`src/rtl/radio_tx_framer_if.sv`:
```
// Controller <-> framer signal bundle.
//   master : node controller (drives enable/send/data, sees status and line)
//   slave  : radio_tx_framer
// radio_enable/radio_send/radio_tx_data : block enable, byte strobe, payload byte
// radio_busy : flow control back to the controller
// tx_bit/tx_active/frame_done/overflow : serial line and frame status
interface radio_tx_framer_if;
  logic       radio_enable;
  logic       radio_send;
  logic [7:0] radio_tx_data;
  logic       radio_busy;
  logic       tx_bit;
  logic       tx_active;
  logic       frame_done;
  logic       overflow;

  modport master (output radio_enable, radio_send, radio_tx_data,
                  input  radio_busy, tx_bit, tx_active, frame_done, overflow);
  modport slave  (input  radio_enable, radio_send, radio_tx_data,
                  output radio_busy, tx_bit, tx_active, frame_done, overflow);
endinterface

```
`src/rtl/radio_tx_framer.sv`:
```
// Radio TX framer: buffers payload bytes, then sends
// PREAMBLE, SYNC, LEN, payload..., CHK serially LSB-first, each bit held
// CLKS_PER_BIT clocks. CHK = LEN ^ all payload bytes.
// Ports: clk, rst_n (async active-low), rif (slave side of radio_tx_framer_if).
module radio_tx_framer #(
  parameter int         PAYLOAD_MAX  = 16,
  parameter int         CLKS_PER_BIT = 8,
  parameter int         IDLE_GAP     = 4,
  parameter logic [7:0] PREAMBLE     = 8'hAA,
  parameter logic [7:0] SYNC         = 8'h7E
) (
  input  logic              clk,
  input  logic              rst_n,
  radio_tx_framer_if.slave  rif
);
  localparam int CW = $clog2(PAYLOAD_MAX + 1);
  localparam int IW = (PAYLOAD_MAX > 1) ? $clog2(PAYLOAD_MAX) : 1;
  localparam int GW = $clog2(IDLE_GAP + 1);
  localparam int KW = $clog2(CLKS_PER_BIT);

  typedef enum logic [2:0] {IDLE, PRE, SYN, LEN, PAY, CHK} state_t;

  state_t          state, state_n;
  logic [CW-1:0]   count, count_n;
  logic [GW-1:0]   gap, gap_n;
  logic [7:0]      chk, chk_n;       // running XOR of accepted payload bytes
  logic [7:0]      sh, sh_n;         // byte on air; bit 0 is the current line value
  logic [2:0]      bit_cnt, bit_n;
  logic [KW-1:0]   clk_cnt, clk_n;
  logic [IW-1:0]   idx, idx_n;
  logic            busy_n, done_n, ovf_n, wr_en;
  logic [7:0]      pbuf [PAYLOAD_MAX];

  assign rif.tx_active = (state != IDLE);
  assign rif.tx_bit    = (state == IDLE) ? 1'b1 : sh[0];

  always_comb begin
    state_n = state;
    count_n = count;
    gap_n   = gap;
    chk_n   = chk;
    sh_n    = sh;
    bit_n   = bit_cnt;
    clk_n   = clk_cnt;
    idx_n   = idx;
    done_n  = 1'b0;
    wr_en   = 1'b0;
    // busy is the registered flag, so a send in the cycle busy falls is still dropped
    ovf_n   = rif.radio_enable & rif.radio_send & rif.radio_busy;
    case (state)
      IDLE: begin
        if (rif.radio_enable) begin
          // busy=0 in IDLE implies count < PAYLOAD_MAX
          if (rif.radio_send && !rif.radio_busy) begin
            wr_en   = 1'b1;
            count_n = count + 1'b1;
            chk_n   = chk ^ rif.radio_tx_data;
            gap_n   = '0;
          end else if (gap == GW'(IDLE_GAP) || count == CW'(PAYLOAD_MAX)) begin
            state_n = PRE;
            sh_n    = PREAMBLE;
            bit_n   = '0;
            clk_n   = '0;
            idx_n   = '0;
            gap_n   = '0;
          end else if (count != '0) begin
            gap_n = gap + 1'b1;
          end
        end
      end
      default: begin
        if (!rif.radio_enable) begin
          // abort: discard frame and buffer, no frame_done
          state_n = IDLE;
          count_n = '0;
          chk_n   = '0;
        end else if (clk_cnt == KW'(CLKS_PER_BIT - 1)) begin
          clk_n = '0;
          if (bit_cnt == 3'd7) begin
            bit_n = '0;
            case (state)
              PRE: begin state_n = SYN; sh_n = SYNC;      end
              SYN: begin state_n = LEN; sh_n = 8'(count); end
              LEN: begin state_n = PAY; sh_n = pbuf[0]; idx_n = '0; end
              PAY: begin
                if (CW'(idx) == count - CW'(1)) begin
                  state_n = CHK;
                  sh_n    = chk ^ 8'(count);
                end else begin
                  idx_n = IW'(idx + 1'b1);
                  sh_n  = pbuf[IW'(idx + 1'b1)];
                end
              end
              CHK: begin
                state_n = IDLE;
                done_n  = 1'b1;
                count_n = '0;
                chk_n   = '0;
              end
              default: state_n = IDLE;
            endcase
          end else begin
            bit_n = bit_cnt + 3'd1;
            sh_n  = {1'b1, sh[7:1]};
          end
        end else begin
          clk_n = clk_cnt + 1'b1;
        end
      end
    endcase
    // computed from next-state values so busy rises on the launch/fill edge
    busy_n = (state_n != IDLE) || (count_n == CW'(PAYLOAD_MAX));
  end

  always_ff @(posedge clk or negedge rst_n) begin
    if (!rst_n) begin
      state          <= IDLE;
      count          <= '0;
      gap            <= '0;
      chk            <= '0;
      sh             <= '1;
      bit_cnt        <= '0;
      clk_cnt        <= '0;
      idx            <= '0;
      rif.radio_busy <= 1'b0;
      rif.frame_done <= 1'b0;
      rif.overflow   <= 1'b0;
    end else begin
      state          <= state_n;
      count          <= count_n;
      gap            <= gap_n;
      chk            <= chk_n;
      sh             <= sh_n;
      bit_cnt        <= bit_n;
      clk_cnt        <= clk_n;
      idx            <= idx_n;
      rif.radio_busy <= busy_n;
      rif.frame_done <= done_n;
      rif.overflow   <= ovf_n;
    end
  end

  // payload storage needs no reset: count gates every read
  always_ff @(posedge clk) begin
    if (wr_en) pbuf[IW'(count)] <= rif.radio_tx_data;
  end
endmodule
```
`src/flat_wrapper.sv`:
```
// flat-port wrapper written by rule: the top's interface ports become plain ports
module radio_tx_framer_flat 
#(
  parameter int         PAYLOAD_MAX  = 16,
  parameter int         CLKS_PER_BIT = 8,
  parameter int         IDLE_GAP     = 4,
  parameter logic [7:0] PREAMBLE     = 8'hAA,
  parameter logic [7:0] SYNC         = 8'h7E
)
  (clk, rst_n, rif_radio_enable, rif_radio_send, rif_radio_tx_data, rif_radio_busy, rif_tx_bit, rif_tx_active, rif_frame_done, rif_overflow);
  radio_tx_framer_if rif_i ();
  input  logic clk;
  input  logic rst_n;
  input wire logic [$bits(rif_i.radio_enable)-1:0] rif_radio_enable;
  input wire logic [$bits(rif_i.radio_send)-1:0] rif_radio_send;
  input wire logic [$bits(rif_i.radio_tx_data)-1:0] rif_radio_tx_data;
  output wire logic [$bits(rif_i.radio_busy)-1:0] rif_radio_busy;
  output wire logic [$bits(rif_i.tx_bit)-1:0] rif_tx_bit;
  output wire logic [$bits(rif_i.tx_active)-1:0] rif_tx_active;
  output wire logic [$bits(rif_i.frame_done)-1:0] rif_frame_done;
  output wire logic [$bits(rif_i.overflow)-1:0] rif_overflow;
  assign rif_i.radio_enable = rif_radio_enable;
  assign rif_i.radio_send = rif_radio_send;
  assign rif_i.radio_tx_data = rif_radio_tx_data;
  assign rif_radio_busy = rif_i.radio_busy;
  assign rif_tx_bit = rif_i.tx_bit;
  assign rif_tx_active = rif_i.tx_active;
  assign rif_frame_done = rif_i.frame_done;
  assign rif_overflow = rif_i.overflow;
  radio_tx_framer #(.PAYLOAD_MAX(PAYLOAD_MAX), .CLKS_PER_BIT(CLKS_PER_BIT), .IDLE_GAP(IDLE_GAP), .PREAMBLE(PREAMBLE), .SYNC(SYNC)) u_core (.clk(clk), .rst_n(rst_n), .rif(rif_i));
endmodule
```
`config.mk`:
```
export PLATFORM = sky130hd
export DESIGN_NAME = radio_tx_framer_flat
export DESIGN_NICKNAME = d
export VERILOG_FILES = /design/src/rtl/radio_tx_framer_if.sv /design/src/rtl/radio_tx_framer.sv /design/src/flat_wrapper.sv
export SDC_FILE = /design/constraint.sdc
export NUM_CORES = 1
export LEC_CHECK = 0
export CAP_MARGIN = 15
export CORE_MARGIN = 2
export CORE_UTILIZATION = 49
export DETAILED_ROUTE_END_ITERATION = 8
export GPL_ROUTABILITY_DRIVEN = 0
export PLACE_DENSITY = 0.68
export SYNTH_ARGS = -nofsm -noshare
export SYNTH_HDL_FRONTEND = slang
export SYNTH_SLANG_ARGS = --single-unit
```
`constraint.sdc`:
```
create_clock -name clk -period 2.3 [get_ports clk]
set_clock_uncertainty 0.15 [all_clocks]
set_input_delay 0.46 -clock clk [delete_from_list [all_inputs] [get_ports clk]]
set_output_delay 0.46 -clock clk [all_outputs]
set_load 0.01 [all_outputs]
```
Yosys cells after proc, flatten, opt, wreduce, memory -nomap -nowiden
Memories as Yosys holds them, arrays and structs flattened.
Index checks and enable logic that the tools add are counted.
{ "totals": {"elab_cells": 125, "regBits": 40, "ramBits": 128, "n_memories": 1, "inputBits": 12} }
{ "mem_list": {"columns": ["memory", "words", "width", "rd", "rd_clocked_by_memory_dff", "write_ports", "line", "rtl"], "rows": [
  ["u_core.pbuf", 16, 8, 2, 0, 1, "radio_tx_framer.sv:32", "logic [7:0] pbuf [PAYLOAD_MAX];"]
]} }
{ "classes": {"reduce_logical": 18, "mux": 65, "n_eq_ne": 20, "addsub": 6, "bitwise_logic": 4} }
{ "ops": {"columns": ["cell", "n"], "rows": [
  ["$mux 8", 15],
  ["$mux 3", 21],
  ["$mux 5", 7],
  ["$mux 4", 8],
  ["$pmux 8 s4", 1],
  ["$eq 3x3->1 const B", 5],
  ["$pmux 3 s4", 1],
  ["$reduce_bool 3->1", 4],
  ["$mux 1", 11],
  ["$eq 5x5->1 const B", 2],
  ["$reduce_and 5->1", 2],
  ["$add 3x1->3 const B", 3],
  ["$ne 3x1->1 const B", 3],
  ["$ne 2x2->1 const B", 4],
  ["$pmux 4 s2", 1],
  ["$xor 8x5->8", 1],
  ["$xor 8x8->8", 1],
  ["$reduce_and 7->1", 1],
  ["$eq 3x2->1 const B", 2],
  ["$ne 6x5->1 const B", 1],
  ["$reduce_and 3->1", 2],
  ["$add 5x1->5 const B", 1],
  ["$eq 4x5->1", 1],
  ["$reduce_bool 5->1", 1],
  ["11 further kinds", 14]
]} }

Logic depth before layout (Yosys ltp)
Gate-level depths: netlist (run 1).
{ "depth": {"depth_word": 10, "depth_mapped": 9, "depth_no_buf": 7} }

Least setup slack after synthesis (run 1)
Ideal clock, no wire load.
{ "synth_path": {"path_kind": "reg2reg", "from": "reg u_core.count[0]", "to": "reg u_core.sh[7]", "t_arrival_ps": 2180, "setup_time_ps": 95, "period_less_slack_ps": 2425, "stages_incl_launch_ff": 10, "slack_ps": -125, "cell_sequence": "dfrtp_1 buf_2 inv_1 ha_1 or3b_4 a2bb2oi_2 or3_1 buf_6 nor4_4 a2111oi_2"} }
{ "synth_between": {"elab_chain_len": 8} }
{ "synth_lines": {"columns": ["item", "line", "rtl"], "rows": [
  ["from (decl)", "radio_tx_framer.sv:24", "logic [CW-1:0] count, count_n;"],
  ["from (signal assigned)", "radio_tx_framer.sv:130", "count <= count_n;"],
  ["$sub 5x1->5", "radio_tx_framer.sv:86", "if (CW'(idx) == count - CW'(1)) begin"],
  ["$eq 4x5->1", "radio_tx_framer.sv:86", null],
  ["$mux 8", "radio_tx_framer.sv:86", null],
  ["$pmux 8 s4", "radio_tx_framer.sv:81", "case (state)"],
  ["$mux 8", "radio_tx_framer.sv:79", "if (bit_cnt == 3'd7) begin"],
  ["$mux 8", "radio_tx_framer.sv:77", "end else if (clk_cnt == KW'(CLKS_PER_BIT - 1)) begin"],
  ["$mux 8", "radio_tx_framer.sv:72", "if (!rif.radio_enable) begin"],
  ["$mux 8", "radio_tx_framer.sv:50", "case (state)"],
  ["to (signal assigned)", "radio_tx_framer.sv:133", "sh <= sh_n;"],
  ["to (decl)", "radio_tx_framer.sv:27", "logic [7:0] sh, sh_n;"]
]} }
Several ways; a longest one is shown, not always the timed one. The select of a mux whose other input is x is not followed.
A chain may end at the register's enable or synchronous reset.

Worst setup path in the final report (run 1)
{ "layout_path": {"from": "reg u_core.count[1]", "to": "reg u_core.sh[2]"} }
Same word-level chain as after synthesis.

==> results of run 1 <==
-- area by class of cell --
class	instances	area share
clock inverters	14	0.0181
multi-input cells	300	0.291
flip-flops and latches	168	0.491
clock buffers	18	0.0434
inverters	17	0.00645
well taps	216	0.0273
repair buffers	134	0.123
-- Yosys cell counts, types with 3 or more instances --
cell	number	share of area
ha_1	11	0.018
edfxtp_1	128	0.49
mux2i_1	13	0.017
buf_2	10	0.0064
nand2b_1	8	0.0064
nor2_1	34	0.016
nor2b_1	10	0.0080
xnor2_1	5	0.0056
nor3_1	12	0.0077
o221a_2	3	0.0043
a22oi_1	3	0.0029
and3_1	5	0.0040
dfstp_2	8	0.027
inv_1	16	0.0077
nand3_1	16	0.010
o221ai_1	4	0.0045
xor2_1	14	0.016
o21ai_0	17	0.011
buf_6	4	0.0058
nand2_1	30	0.014
a22o_1	3	0.0034
mux4_2	24	0.069
clkbuf_1	11	0.0053
mux4_1	12	0.040
dfrtp_1	32	0.10
a31oi_1	5	0.0040
a21oi_1	8	0.0051
o31ai_1	4	0.0038
-- worst max-delay path, cell delays in order (launching register included) --
cell and delay (ns):
dfrtp_1 0.40, inv_2 0.08, ha_4 0.14, or3b_4 0.41
a2bb2oi_4 0.19, nor3_4 0.45, buf_4 0.22, nor2_1 0.04
o211ai_1 0.18
-- report_power, final --
part           switching, mW  internal [mW]  leakage, nW
registers              0.261           3.61         1.65
clock network           1.34           1.57        0.291
logic                   2.08           2.04         1.65
total                   3.68           7.22         3.59
-- how the worst min path moves through the flow --
| stage | endpoint | slack (ns) | startpoint |
|---|---|---|---|
| after floorplan | u_core.bit_cnt[0] | 0.01 | rst_n |
| after global placement | u_core.clk_cnt[1] | 0.31 | u_core.clk_cnt[1] |
| after detailed placement | u_core.clk_cnt[2] | 0.32 | u_core.clk_cnt[2] |
| after CTS | u_core.clk_cnt[2] | 0.33 | u_core.clk_cnt[2] |
| after global routing | u_core.clk_cnt[2] | 0.35 | u_core.clk_cnt[2] |
| final | u_core.clk_cnt[2] | 0.33 | u_core.clk_cnt[2] |
-- state kept, by name (all words and copies together) (netlist names) --
| register | cells |
|---|---|
| u_core.idx | 4 |
| u_core.sh | 8 |
| u_core.clk_cnt | 3 |
| u_core.count | 5 |
| u_core.state | 3 |
| u_core.pbuf | 128 |
| u_core.chk | 8 |
| u_core.rif.radio_busy | 1 |
| u_core.gap | 3 |
| u_core.rif.overflow | 1 |
| u_core.rif.frame_done | 1 |
| u_core.bit_cnt | 3 |
-- cell families (layout without fill, tap and decap cells) --
logic type | after synthesis | after routing | synth area share
muxes | 49 | 49 | 0.126
buffers and inverters | 46 | 183 | 0.0285
DFF | 168 | 168 | 0.622
adders and majority gates | 11 | 11 | 0.0176
xor gates and xnor gates | 22 | 22 | 0.0284
and+or+nand+nor | 135 | 135 | 0.0925
AOI/OAI and AO/OA | 83 | 83 | 0.0846
-- timing repair --
action | CTS | global route
buffers inserted | 15 | 6
hold endpoints to repair | 19 | 0
setup endpoints to repair | 12 | 28
hold buffers | 1 | 0
resized for setup | 33 | 29
cloned | 2 | 0
pin swaps | 11 | 15
-- layout by cell type (no fill, tap or decap), types with 4 or more instances in the layout --
cell type	instances
edfxtp_1	128
buf_4	96
mux4_2	32
nor2_1	31
nand2_1	30
dfrtp_1	28
clkbuf_16	17
o21ai_0	16
nand3_1	15
xor2_1	14
inv_1	13
clkdlybuf4s50_1	13
buf_6	10
nor2b_1	9
mux2i_1	9
nor3_1	8
nand2b_1	8
buf_12	8
dfstp_2	8
a21oi_1	7
ha_1	7
inv_8	6
xnor2_1	5
and3_1	5
a31oi_1	5
nor3_2	4
o221ai_1	4
mux4_1	4
dfrtp_2	4
-- per-layer routing --
metal  up-vias  share of wire  wire, um  global-route usage
met5         -              0         0                   0
met1      2639           0.41      7870               0.317
met4         0          0.029       561              0.0930
li1       2266              -         -                   -
met3        46          0.050       968              0.0472
met2       204           0.51      9790               0.405
-- through the flow --
stage,hold WS (ns),instance area [um2],TNS [ns]
after floorplan,0.0144,7840,-1.66
after global placement,0.306,8870,-9.12
after detailed placement,0.315,8870,-11.54
after CTS,0.331,9780,-0.0272
after global routing,0.351,9900,-0.577
final,0.330,9900,-0.166
==> results.json, run 1 <==
{
  "regToRegEndpoint": "u_core.sh[2]",
  "critPathArrivalTime_ns": 2.54,
  "final_nets": 661,
  "placed_cells": 813,
  "seq_area_frac_synth": 0.622,
  "syn_area_mm2": 0.00780,
  "crit_path_end": "u_core.sh[2]",
  "grt_max_degree": 30,
  "overflow": 0,
  "p_leak_nw": 3.59,
  "period_minus_slack_ns": 2.35,
  "cts_buffers": 17,
  "drive_above_1_share": 0.367,
  "ys_async_sr_fraction": 0.238,
  "drcViolationCount": 0,
  "cts_sinks": 168,
  "multi_input_area_mm2": 0.00288,
  "worstMarginPinSlew_ns": 0.686,
  "power_mw": 10.9,
  "die_area_mm2": 0.0170,
  "portBuffers": 16,
  "grt_pass1_wl_um": 29800,
  "drt-wirelength-per-cell_um": 22.1,
  "layout_setup_ws_ns": -0.0461,
  "regArea_mm2": 0.00486,
  "syn_inst": 514,
  "path_class": "flop to flop",
  "violations": "negative setup slack",
  "rr_startpoint": "u_core.count[1]",
  "reg2regPathDepth": 8,
  "vdd_drop_max_uv": 854,
  "clock.fmax_ghz": 0.426,
  "whs_path_depth": 2,
  "area_growth_pct": 26.8,
  "rsz0062_at_grt": "yes",
  "cp_max_fo": 5,
  "antenna_found_initial": 0,
  "max_slew_margin": 0.543,
  "fin_util": 0.630,
  "pin_count": 17,
  "finalCritPeriodShare": 1.02,
  "r2r_slack_ns": -0.05,
  "clk_pin_slew_worst_paths_ns": 0.07,
  "syn_nets": 537,
  "ys_warn_count": 0,
  "cts_root_buf": "clkbuf_16",
  "setup_viol": 5,
  "placementRows": 46,
  "grt_pass1_vias": 5254,
  "floorplan.initialDensity": 0.497,
  "via_per_inst": 5.95,
  "outcome": "finished with violations",
  "power.density_mw_per_mm2": 1100,
  "hp-class": "flop to flop",
  "clk_path_buf_depth": 2,
  "synth-seq-cells": 168,
  "synthFlopType": "edfxtp_1",
  "synth_edf_count": 128,
  "grt_use_total": 0.242,
  "drtPass1Iterations": 6,
  "dp_slack_ns": -0.188,
  "cts_tree": "built",
  "via_count": 5155,
  "die_x_um": 130,
  "ant_nets": 0,
  "hpwl_um": 12800,
  "clock_latency_ns": 0.43,
  "fillers": 1137,
  "drt_iter0_drc": 589,
  "hold_viol": 0,
  "core_mm2": 0.0157,
  "drv_slew": 0,
  "critical_path_required_ns": 2.49,
  "die_height_um": 130,
  "htreeDepth": 4,
  "cap_violations": 0,
  "n_antenna_cell": 0,
  "synth.avg_cell_area_um2": 15.2,
  "ys_types": 78,
  "crit_start": "u_core.count[1]",
  "start_kind": "flop",
  "instances_no_fill": 867,
  "worstSetupEndpointType": "flop",
  "wl_um": 19200
}
No activity file was read; power rests on OpenSTA's default activity.
==> inputs of run 2 (changes only) <==
CORE_UTILIZATION = 46   (was 49)
HOLD_SLACK_MARGIN = 0.1   (was not set)
PLACE_DENSITY = not set   (was 0.68)
==> run 2 against run 1 <==
The run still ends with negative setup slack left. Routed wire length is 0.74% lower. Global-route usage is 2.0 points lower. Non-clock buffer count is 6 lower.
==> results.json, run 2 (synthesized netlist as in run 1, its figures left out) <==
{
  "top_register": "u_core.pbuf",
  "combinationalPowerShare": 0.365,
  "rsz0062_at_grt": "yes",
  "cp_max_fo": 4,
  "largest_reg_flops": 128,
  "rr_startpoint": "u_core.count[1]",
  "area_growth_pct": 26.8,
  "cp_cell_sequence": "inv_2 > ha_4 > or3b_4 > o211ai_4 > o311ai_4 > a211oi_2 > buf_4 > mux2i_2",
  "drv_slew": 0,
  "power_mw": 11.1,
  "grt_pass1_vias": 5242,
  "tns_ns": -0.122,
  "critical_path_buf_inv_count": 2,
  "max_stage_delay_ns": 0.42,
  "min_from": "u_core.clk_cnt[1]",
  "overflow": 0,
  "cts_tree": "built",
  "path_class": "flop to flop",
  "placed_cell_area_mm2": 0.00890,
  "hold_viol": 0,
  "wl_um": 19100,
  "multi_input_area_mm2": 0.00291,
  "p_switching_mw": 3.47,
  "die_x_um": 134,
  "swShare": 0.314,
  "fin_util": 0.597,
  "htreeDepth": 4,
  "power.density_mw_per_mm2": 1120,
  "floorplan.initialDensity": 0.471,
  "finalCritPeriodShare": 1.02,
  "layout_setup_ws_ns": -0.0401,
  "outcome": "finished with violations",
  "hp-class": "flop to flop",
  "start_kind": "flop",
  "cts_sinks": 168,
  "reg_top3": "u_core.pbuf: 128 flops, u_core.chk: 8 flops, u_core.sh: 8 flops",
  "cts_root_buf": "clkbuf_16",
  "ant_nets": 0,
  "final_area_mm2": 0.00989,
  "cpLargestDelayFamily": "compound AO/OA/AOI/OAI gates",
  "die_area_mm2": 0.0180,
  "layout_commonest_cell": "edfxtp_1",
  "clk_pin_slew_worst_paths_ns": 0.07,
  "crit_start": "u_core.count[1]",
  "core_mm2": 0.0166,
  "power.internal_mw": 7.60,
  "critPathArrivalTime_ns": 2.52,
  "cts_buffers": 17,
  "clk_path_buf_depth": 2,
  "max_slew_margin": 0.537,
  "drive_above_1_share": 0.351,
  "layout_common_cells": "edfxtp_1, buf_4, nor2_1",
  "cap_violations": 0,
  "placementRows": 47,
  "grt_pass1_wl_um": 29700,
  "regArea_mm2": 0.00486,
  "n_antenna_cell": 0,
  "clock.fmax_ghz": 0.427,
  "via_per_inst": 5.79,
  "seqPwrFrac": 0.348,
  "fillers": 1283,
  "drcViolationCount": 0,
  "setup_viol": 5,
  "drt-wirelength-per-cell_um": 22.1,
  "via_count": 5004,
  "final_nets": 655,
  "die_height_um": 134,
  "antenna_found_initial": 0,
  "p_leak_nw": 3.56,
  "hpwl_um": 13600,
  "portBuffers": 16,
  "grt_use_total": 0.223,
  "vdd_drop_max_uv": 721,
  "critical_path_required_ns": 2.48,
  "period_minus_slack_ns": 2.34,
  "pwr-share-clk": 0.287,
  "clock_latency_ns": 0.42,
  "violations": "negative setup slack",
  "pin_count": 17,
  "drtPass1Iterations": 5,
  "worstMarginPinSlew_ns": 0.689,
  "critPathSlowestCell": "or3b_4",
  "worstSetupEndpointType": "flop",
  "drt_iter0_drc": 430,
  "whs_ns": 0.338,
  "grt_max_degree": 41
}
==> run 2: metal layers <==
layer,track usage,wire length (um),up-vias
met5,0,0,-
met3,0.0367,832,38
met4,0.102,586,0
met2,0.377,9890,164
met1,0.283,7740,2558
li1,-,-,2244
==> run 2: path summary, 6_finish.rpt <==
check / endpoint / slack [ns] / cells past startpoint
max reg2reg: u_core.idx[1] / -0.04 / 8
min: u_core.clk_cnt[1] / 0.34 / 2
max: u_core.idx[1] / -0.04 / 8
max in group asynchronous: u_core.sh[3] / 1.33 / 3
min in group asynchronous: u_core.gap[0] / 0.38 / 3
min reg2reg: u_core.clk_cnt[1] / 0.34 / 2
==> run 2: through the flow <==
step | setup WS (ns) | instances
finish | -0.0401 | 864
global route | -0.133 | 864
floorplan | -0.101 | 514
detailed placement | -0.155 | 817
global placement | -0.164 | 817
CTS | -0.0302 | 862
==> run 2: power groups by stage <==
stage / combinational [mW] / sequential [mW] / clock (mW)
after floorplan: 2.23 / 3.84 / 0
after CTS: 3.80 / 3.84 / 3.22
after detailed placement: 3.53 / 3.90 / 0
final: 4.05 / 3.85 / 3.18
after global routing: 4.34 / 3.87 / 3.36
after global placement: 3.46 / 3.89 / 0
==> run 2: area by class of cell <==
type,instances,share of cell area
Sequential cell,168,0.491
Multi-Input combinational cell,300,0.294
Clock inverter,12,0.0225
Timing Repair Buffer,128,0.114
Clock buffer,19,0.0438
Inverter,17,0.00645
Tap cell,220,0.0278
==> run 2: timing repair <==
| action | 4_1_cts | 5_1_grt |
|---|---|---|
| setup buffers | 14 | 2 |
| hold buffers | 1 | 0 |
| endpoints found under the setup margin | 15 | 16 |
| endpoints found under the hold margin | 32 | 0 |
| gates resized for setup | 33 | 25 |
| pin swaps | 7 | 13 |
==> run 2: worst register-to-register path: stages, from the launching register on <==
cell and delay [ns]:
dfrtp_1 0.39, inv_2 0.09, ha_4 0.13, or3b_4 0.42
o211ai_4 0.30, o311ai_4 0.16, a211oi_2 0.21, buf_4 0.17
mux2i_2 0.22
